$ cat src/rtl/fu_issue_arbiter.sv
// Round-robin issue arbiter sharing one execution unit among NUM_REQ reservation stations.
// A long-latency grant blocks further issue for LONG_LAT cycles; cdb_stall holds off new issue.
module fu_issue_arbiter #(
    parameter  int NUM_REQ  = 4,
    parameter  int LONG_LAT = 8,
    localparam int IDX_W    = $clog2(NUM_REQ),
    localparam int CNT_W    = $clog2(LONG_LAT)
) (
    input  logic               clk,
    input  logic               reset,
    input  logic [NUM_REQ-1:0] req,
    input  logic [NUM_REQ-1:0] long_op,
    input  logic               cdb_stall,
    output logic [NUM_REQ-1:0] grant,
    output logic               issue_valid,
    output logic [IDX_W-1:0]   issue_idx,
    output logic               issue_long,
    output logic               fu_busy,
    output logic [CNT_W-1:0]   busy_cnt
);

    typedef enum logic {
        READY,
        LONG_BUSY
    } state_t;

    state_t             state_q, state_d;
    logic [IDX_W-1:0]   rr_ptr_q, rr_ptr_d;
    logic [CNT_W-1:0]   busy_cnt_q, busy_cnt_d;

    logic               sel_found;
    logic [IDX_W-1:0]   sel_idx;
    logic [IDX_W-1:0]   cand;
    int                 probe;
    logic               grant_en;

    // Rotating priority search starting at rr_ptr, wrapping modulo NUM_REQ.
    always_comb begin
        // NOTE: every variable gets a default before any conditional write so no latch is inferred.
        sel_found = 1'b0;
        sel_idx   = '0;
        cand      = '0;
        probe     = 0;
        for (int off = 0; off < NUM_REQ; off++) begin
            probe = int'(rr_ptr_q) + off;
            if (probe >= NUM_REQ) begin
                probe = probe - NUM_REQ;
            end
            cand = IDX_W'(probe);
            if (!sel_found && req[cand]) begin
                sel_found = 1'b1;
                sel_idx   = cand;
            end
        end
    end

    // Reset gates the combinational grant so nothing issues while reset is held.
    assign grant_en    = !reset && (state_q == READY) && !cdb_stall && sel_found;
    assign grant       = grant_en ? ({{(NUM_REQ-1){1'b0}}, 1'b1} << sel_idx) : '0;
    assign issue_valid = grant_en;
    assign issue_idx   = grant_en ? sel_idx : '0;
    assign issue_long  = grant_en & long_op[sel_idx];
    assign fu_busy     = (state_q == LONG_BUSY);
    assign busy_cnt    = busy_cnt_q;

    always_comb begin
        state_d    = state_q;
        rr_ptr_d   = rr_ptr_q;
        busy_cnt_d = busy_cnt_q;
        unique case (state_q)
            READY: begin
                if (grant_en) begin
                    rr_ptr_d = (sel_idx == IDX_W'(NUM_REQ - 1)) ? '0 : sel_idx + IDX_W'(1);
                    if (long_op[sel_idx]) begin
                        state_d    = LONG_BUSY;
                        busy_cnt_d = CNT_W'(LONG_LAT - 1);
                    end
                end
            end
            LONG_BUSY: begin
                // Countdown ignores cdb_stall; the unit drains regardless of writeback pressure.
                busy_cnt_d = busy_cnt_q - CNT_W'(1);
                if (busy_cnt_q == CNT_W'(1)) begin
                    state_d = READY;
                end
            end
            default: begin
                state_d    = READY;
                busy_cnt_d = '0;
            end
        endcase
    end

    always_ff @(posedge clk or posedge reset) begin
        if (reset) begin
            state_q    <= READY;
            rr_ptr_q   <= '0;
            busy_cnt_q <= '0;
        end else begin
            // NOTE: sequential state uses non-blocking assignments so all registers update together.
            state_q    <= state_d;
            rr_ptr_q   <= rr_ptr_d;
            busy_cnt_q <= busy_cnt_d;
        end
    end

endmodule

$ cat config.mk
export PLATFORM = sky130hd
export DESIGN_NAME = fu_issue_arbiter
export DESIGN_NICKNAME = d
export VERILOG_FILES = /design/src/rtl/fu_issue_arbiter.sv
export SDC_FILE = /design/constraint.sdc
export NUM_CORES = 1
export LEC_CHECK = 0
export ABC_AREA = 1
export CAP_MARGIN = 10
export CORE_AREA = 8 8 50 52
export CTS_CLUSTER_DIAMETER = 80
export DETAILED_ROUTE_END_ITERATION = 10
export DIE_AREA = 0 0 58 60
export PLACE_DENSITY = 0.79
export SLEW_MARGIN = 10
export SYNTH_ARGS = -nofsm -noshare
export SYNTH_HDL_FRONTEND = slang
export SYNTH_SLANG_ARGS = --single-unit
$ cat constraint.sdc
create_clock -name clk -period 5.3 [get_ports clk]
set_clock_uncertainty 0.15 [all_clocks]
set_input_delay 1.06 -clock clk [delete_from_list [all_inputs] [get_ports clk]]
set_output_delay 1.06 -clock clk [all_outputs]
set_load 0.05 [all_outputs]
==> results by group <==
CTS
  • Htree depth: 1
  • Clock latency on the worst-skew pair: 0.25 ns
  • Clock Pin Slew Worst Setup and Hold Paths: 0.04 ns
  • Post_cts resized: 0
  • CTS Buffer Depth: 2
  • Clock root cell: clkbuf_4
  • Num Clock Sinks: 6
  • Cts bufs inserted: 3
  • Post-CTS Setup Bufs: 0
  • CTS Hold Buffers Added: 0
  • CTS tree: built

Cells and area
  • NumNets Final: 176
  • Diodes inserted: 0
  • Fraction of layout cells with a size suffix above 1: 15.29%
  • Area delta synth->final: 30.50%
  • Fill cells: 172
  • Final non-filler cell total: 175

Yosys
  • Sequential fraction of the synthesis area: 18.58%
  • Top cell type's share of synthesized area: 22.29%
  • Yosys warnings: 0
  • Post-synth ARST share: 100.0%
  • Primary FF master, synth: dfrtp_1
  • Synth Cell Area: 808.3 sq um
  • Commonest cells post-synth: 48 x nand2_1, 24 x inv_1, 14 x nand3_1
  • Unique masters post-synth: 18
  • FF+latch count, synth: 6
  • Syn Nets: 151
  • Top cells by area, synth: nand2_1 22%, dfrtp_1 19%, inv_1 11%
  • Synth area leader: nand2_1
  • EDFF count, synth: 0
  • Post-synthesis instance total: 134
  • Count leader, synth: nand2_1
  • Avg Inst Size Synth: 6.032 sq um

Detailed routing
  • Post-Route WL: 1981 microns
  • DRT Pass-1 Iters: 4
  • Vias per cell: 4.874
  • Detailed-route DRC error count: 0
  • WL/cell: 11.32 microns
  • Vias: 853
  • Number of DRC markers in iteration 0: 13
  • Antenna Violating Nets Remaining: 0

Place
  • Port Buffer Count: 22
  • Dpl hpwl: 1672 microns
  • Placed instance count: 172
  • RD Place Congestion: 0.8107

Global route
  • Vias in the first global route: 860
  • Largest net degree at the start of global routing: 12
  • First-pass GRT wire length: 3484 microns
  • Initial antenna violation count: 0
  • Total GRT Usage: 12.67%
  • Grt ovf: 0

Job
  • Max_cap viols: 0

Worst setup path
  • R2R Setup Slk: 2.90 ns
  • Req. time, crit path: 4.09 ns
  • WP data arrival: 3.52 ns
  • Worst Reg2Reg Path Length in Cells: 11
  • Element type at the critical path end: output port
  • CP Launch Type: input port
  • CP max FO: 4
  • RR Endpoint: rr_ptr_q[1]
  • Worst r2r src: rr_ptr_q[0]
  • Setup Crit Path Kind: in2out

Floorplan
  • Core area: 1802 sq um
  • Die area: 3480 sq um
  • Starting Density: 44.86%
  • I/O pin count: 23
  • Chip height: 60 microns
  • Die Wd: 58 microns
  • Row count: 16

Min path
  • Hold Path End: busy_cnt[2]
  • Hold Path Depth: 2
  • HP Class: reg2reg
  • Hold wc startpoint: busy_cnt[2]

STA
  • Fin crit share: 89.23%
  • Endpoints failing setup: 0
  • Fin Hold WS: 0.3916 ns
  • Final Hold Fails: 0
  • Count of pins over their slew limit: 0
  • FMAX: 211.5 MHz
  • Worst slew pin tran: 0.5222 ns
  • Rel. slew slack: 65.08%
  • RSZ-0062 raised after global routing: no
  • Setup_tns: 0 ns
  • Crit path time final: 4.729 ns

Run status
  • Status: completed
per-stage QoR:
stage	setup slack [ns]	instance area [sq um]	util [%]
after floorplan	1.445	808.3	-
after global placement	0.6601	1032	57.29
after detailed placement	0.5756	1032	57.29
after CTS	0.5760	1055	58.54
after global routing	0.3930	1055	58.54
final	0.5710	1055	58.54
sequential cells by signal (all words and copies together), names as in the netlist:
signal,cells
rr_ptr_q,2
busy_cnt,3
fu_busy,1
cell type report:
| class | count | area [sq um] | share of cell area [%] |
|---|---|---|---|
| clock buffer | 3 | 22.52 | 2.135 |
| inverter | 27 | 101.3 | 9.609 |
| multi-input combinational | 99 | 538.0 | 51.01 |
| sequential | 6 | 150.1 | 14.23 |
| tap | 18 | 22.52 | 2.135 |
| timing repair buffer | 22 | 220.2 | 20.88 |
worst max path at each step:
stage               slack [ns]  cells after the start       end  startpoint
detailed placement        0.58                     14  grant[2]      req[1]
global route              0.39                     14  grant[2]      req[1]
finish                    0.57                     14  grant[2]      req[1]
floorplan                 1.44                     12  grant[2]      req[3]
global placement          0.66                     13  grant[3]      req[3]
CTS                       0.58                     14  grant[2]      req[1]
critical path: stages:
cell and delay (ns):
clkdlybuf4s50_1 0.43, inv_1 0.08, nand2_1 0.07, nand3_1 0.13, nand2_2 0.09, nor2_4 0.16, nand2_2 0.09, nor2_1 0.11
nor2_1 0.08, nor2_4 0.11, ha_1 0.15, inv_1 0.04, nor2_1 0.10, clkdlybuf4s50_1 0.84
kinds of logic (layout without fill, tap and decap cells):
group	after synthesis	after routing	share of synthesized area, %
AOI/OAI and AO/OA	5	5	3.094
adders and majority gates	6	6	9.288
buffers and inverters	29	52	14.86
DFF	6	6	18.58
and+or+nand+nor	88	88	54.18
cells in the final DEF (no fill, tap or decap), drive strengths merged:
master and n:
nand3 19, ha 6, dfrtp 6, or2 1, inv 27, o21ai 4
a21oi 1, nand4 1, nor2 11, nand2 56, clkdlybuf4s50 22, clkbuf 3
per-layer routing:
metal	vias to the layer above	wire [microns]	track usage (%)
met5	-	0	0
met4	0	36	7.343
met3	4	63	2.796
met2	19	1010	21.82
met1	379	871	14.02
li1	451	-	-
Power is left out: the tool's default activity adds up to more than one toggle a clock period on the data nets, which glitch-free logic cannot reach.
==> RTL change: new RTL, config.mk and constraints unchanged <==
Set the parameter `LONG_LAT` to 4 (it was 8).
--- a/src/rtl/fu_issue_arbiter.sv
+++ b/src/rtl/fu_issue_arbiter.sv
@@ -4,3 +4,3 @@
     parameter  int NUM_REQ  = 4,
-    parameter  int LONG_LAT = 8,
+    parameter  int LONG_LAT = 4,
     localparam int IDX_W    = $clog2(NUM_REQ),
Interface: changed (resized busy_cnt); port bits go from 23 to 22. The function was not compared with the original's and may differ.
==> RTL change against the original RTL <==
Routed wire length decreased by 13%; worst setup slack better by 84 ps; critical path depth did not move; core utilization decreased by 2.8 points; global-route usage decreased by 2.1 points; sequential cell count down 1; area after synthesis fell by 6.5%; die area is the same; synthesized cell count is 11% lower; design area down 4.9%.
Power is not shown: default switching activity piles up to over one toggle a cycle in this logic, so the estimate is an artifact.
==> RTL change: results (changes against the original RTL) <==
- GRT Util Overall: 0.106 (-0.0205)
- Share of cells above drive strength 1: 0.224 (+0.0709)
- Largest stage delay, worst path: 820 ps (-20 ps)
- Via density: 4.91 (+0.80%)
- Area contributors post-synth: nand2_1, dfrtp_1, inv_1
- HPWL after detailed placement: 1490 um (-11%)
- DRT met1 WL: 692 um (-21%)
- Final Util: 0.557 (-0.0285)
- R2R Setup Slk: 3120 ps (+220 ps)
- Worst setup path startpoint: req[3]
- DP Area: 977 um2 (-5.3%)
- First-pass GRT wire length: 2990 um (-14%)
- CP Max Fanout: 5 (+1)
- Status: complete, no violations
- Dpl cells: 157 (-8.7%)
- Final GP Congestion: 0.878 (+8.4%)
- Min Tclk post-route: 4640 ps (-84.0 ps)
- Via count: 791 (-7.3%)
- Complex-gate fraction of the synthesized area: 0.0199 (-0.0111)
- Fillers: 167 (-2.9%)
- Adder-cell share of the synthesized area: 0.0828 (-0.0101)
- Worst EP arrival: 3430 ps (-90 ps)
- Syn avg cell area: 6.35 um2 (+5.3%)
- Largest net degree at the start of global routing: 11 (-1)
- WL met2: 965 um (-4.5%)
- DR WL/cell: 10.7 um (-5.2%)
## RTL change: cell count changes after synthesis, sizes merged
| cell | delta |
|---|---|
| o21ai | -2 |
| inv | -1 |
| buf | -1 |
| ha | -1 |
| dfrtp | -1 |
| nand4 | +1 |
| nor3 | +1 |
| nand2 | -7 |
| nor2 | -2 |
| or2 | +1 |
| nand3 | -3 |
## RTL change: per-layer routing
| metal | global-route usage | up-vias |
|---|---|---|
| met1 | 0.117 | 361 |
| met5 | 0 | - |
| met4 | 0.0594 | 0 |
| li1 | - | 407 |
| met2 | 0.197 | 21 |
| met3 | 0.00645 | 2 |
## RTL change: area by class of cell
cell class / instances / share of cell area
sequential: 5 / 0.125
clock buffer: 4 / 0.0262
multi-input combinational: 87 / 0.510
timing repair buffer: 21 / 0.209
tap: 18 / 0.0224
inverter: 26 / 0.107
## RTL change: worst min path at each step
stage | startpoint | endpoint | slack (ps)
after CTS | busy_cnt[0] | busy_cnt[0] | 400
after detailed placement | busy_cnt[0] | busy_cnt[0] | 380
after global routing | busy_cnt[0] | busy_cnt[0] | 430
after global placement | busy_cnt[1] | busy_cnt[1] | 380
after floorplan | rr_ptr_q[1] | rr_ptr_q[1] | 480
final | busy_cnt[0] | busy_cnt[0] | 390
## RTL change: cells by family after synthesis
group | Yosys count
AOI/OAI and AO/OA | 3
adders and majority gates | 5
buffers and inverters | 27
DFF | 5
and+or+nand+nor | 79
## RTL change: worst min-delay path: stages (launching register included)
cell,delay (ps)
dfrtp_1,380
nand2_1,70
nand2_1,60
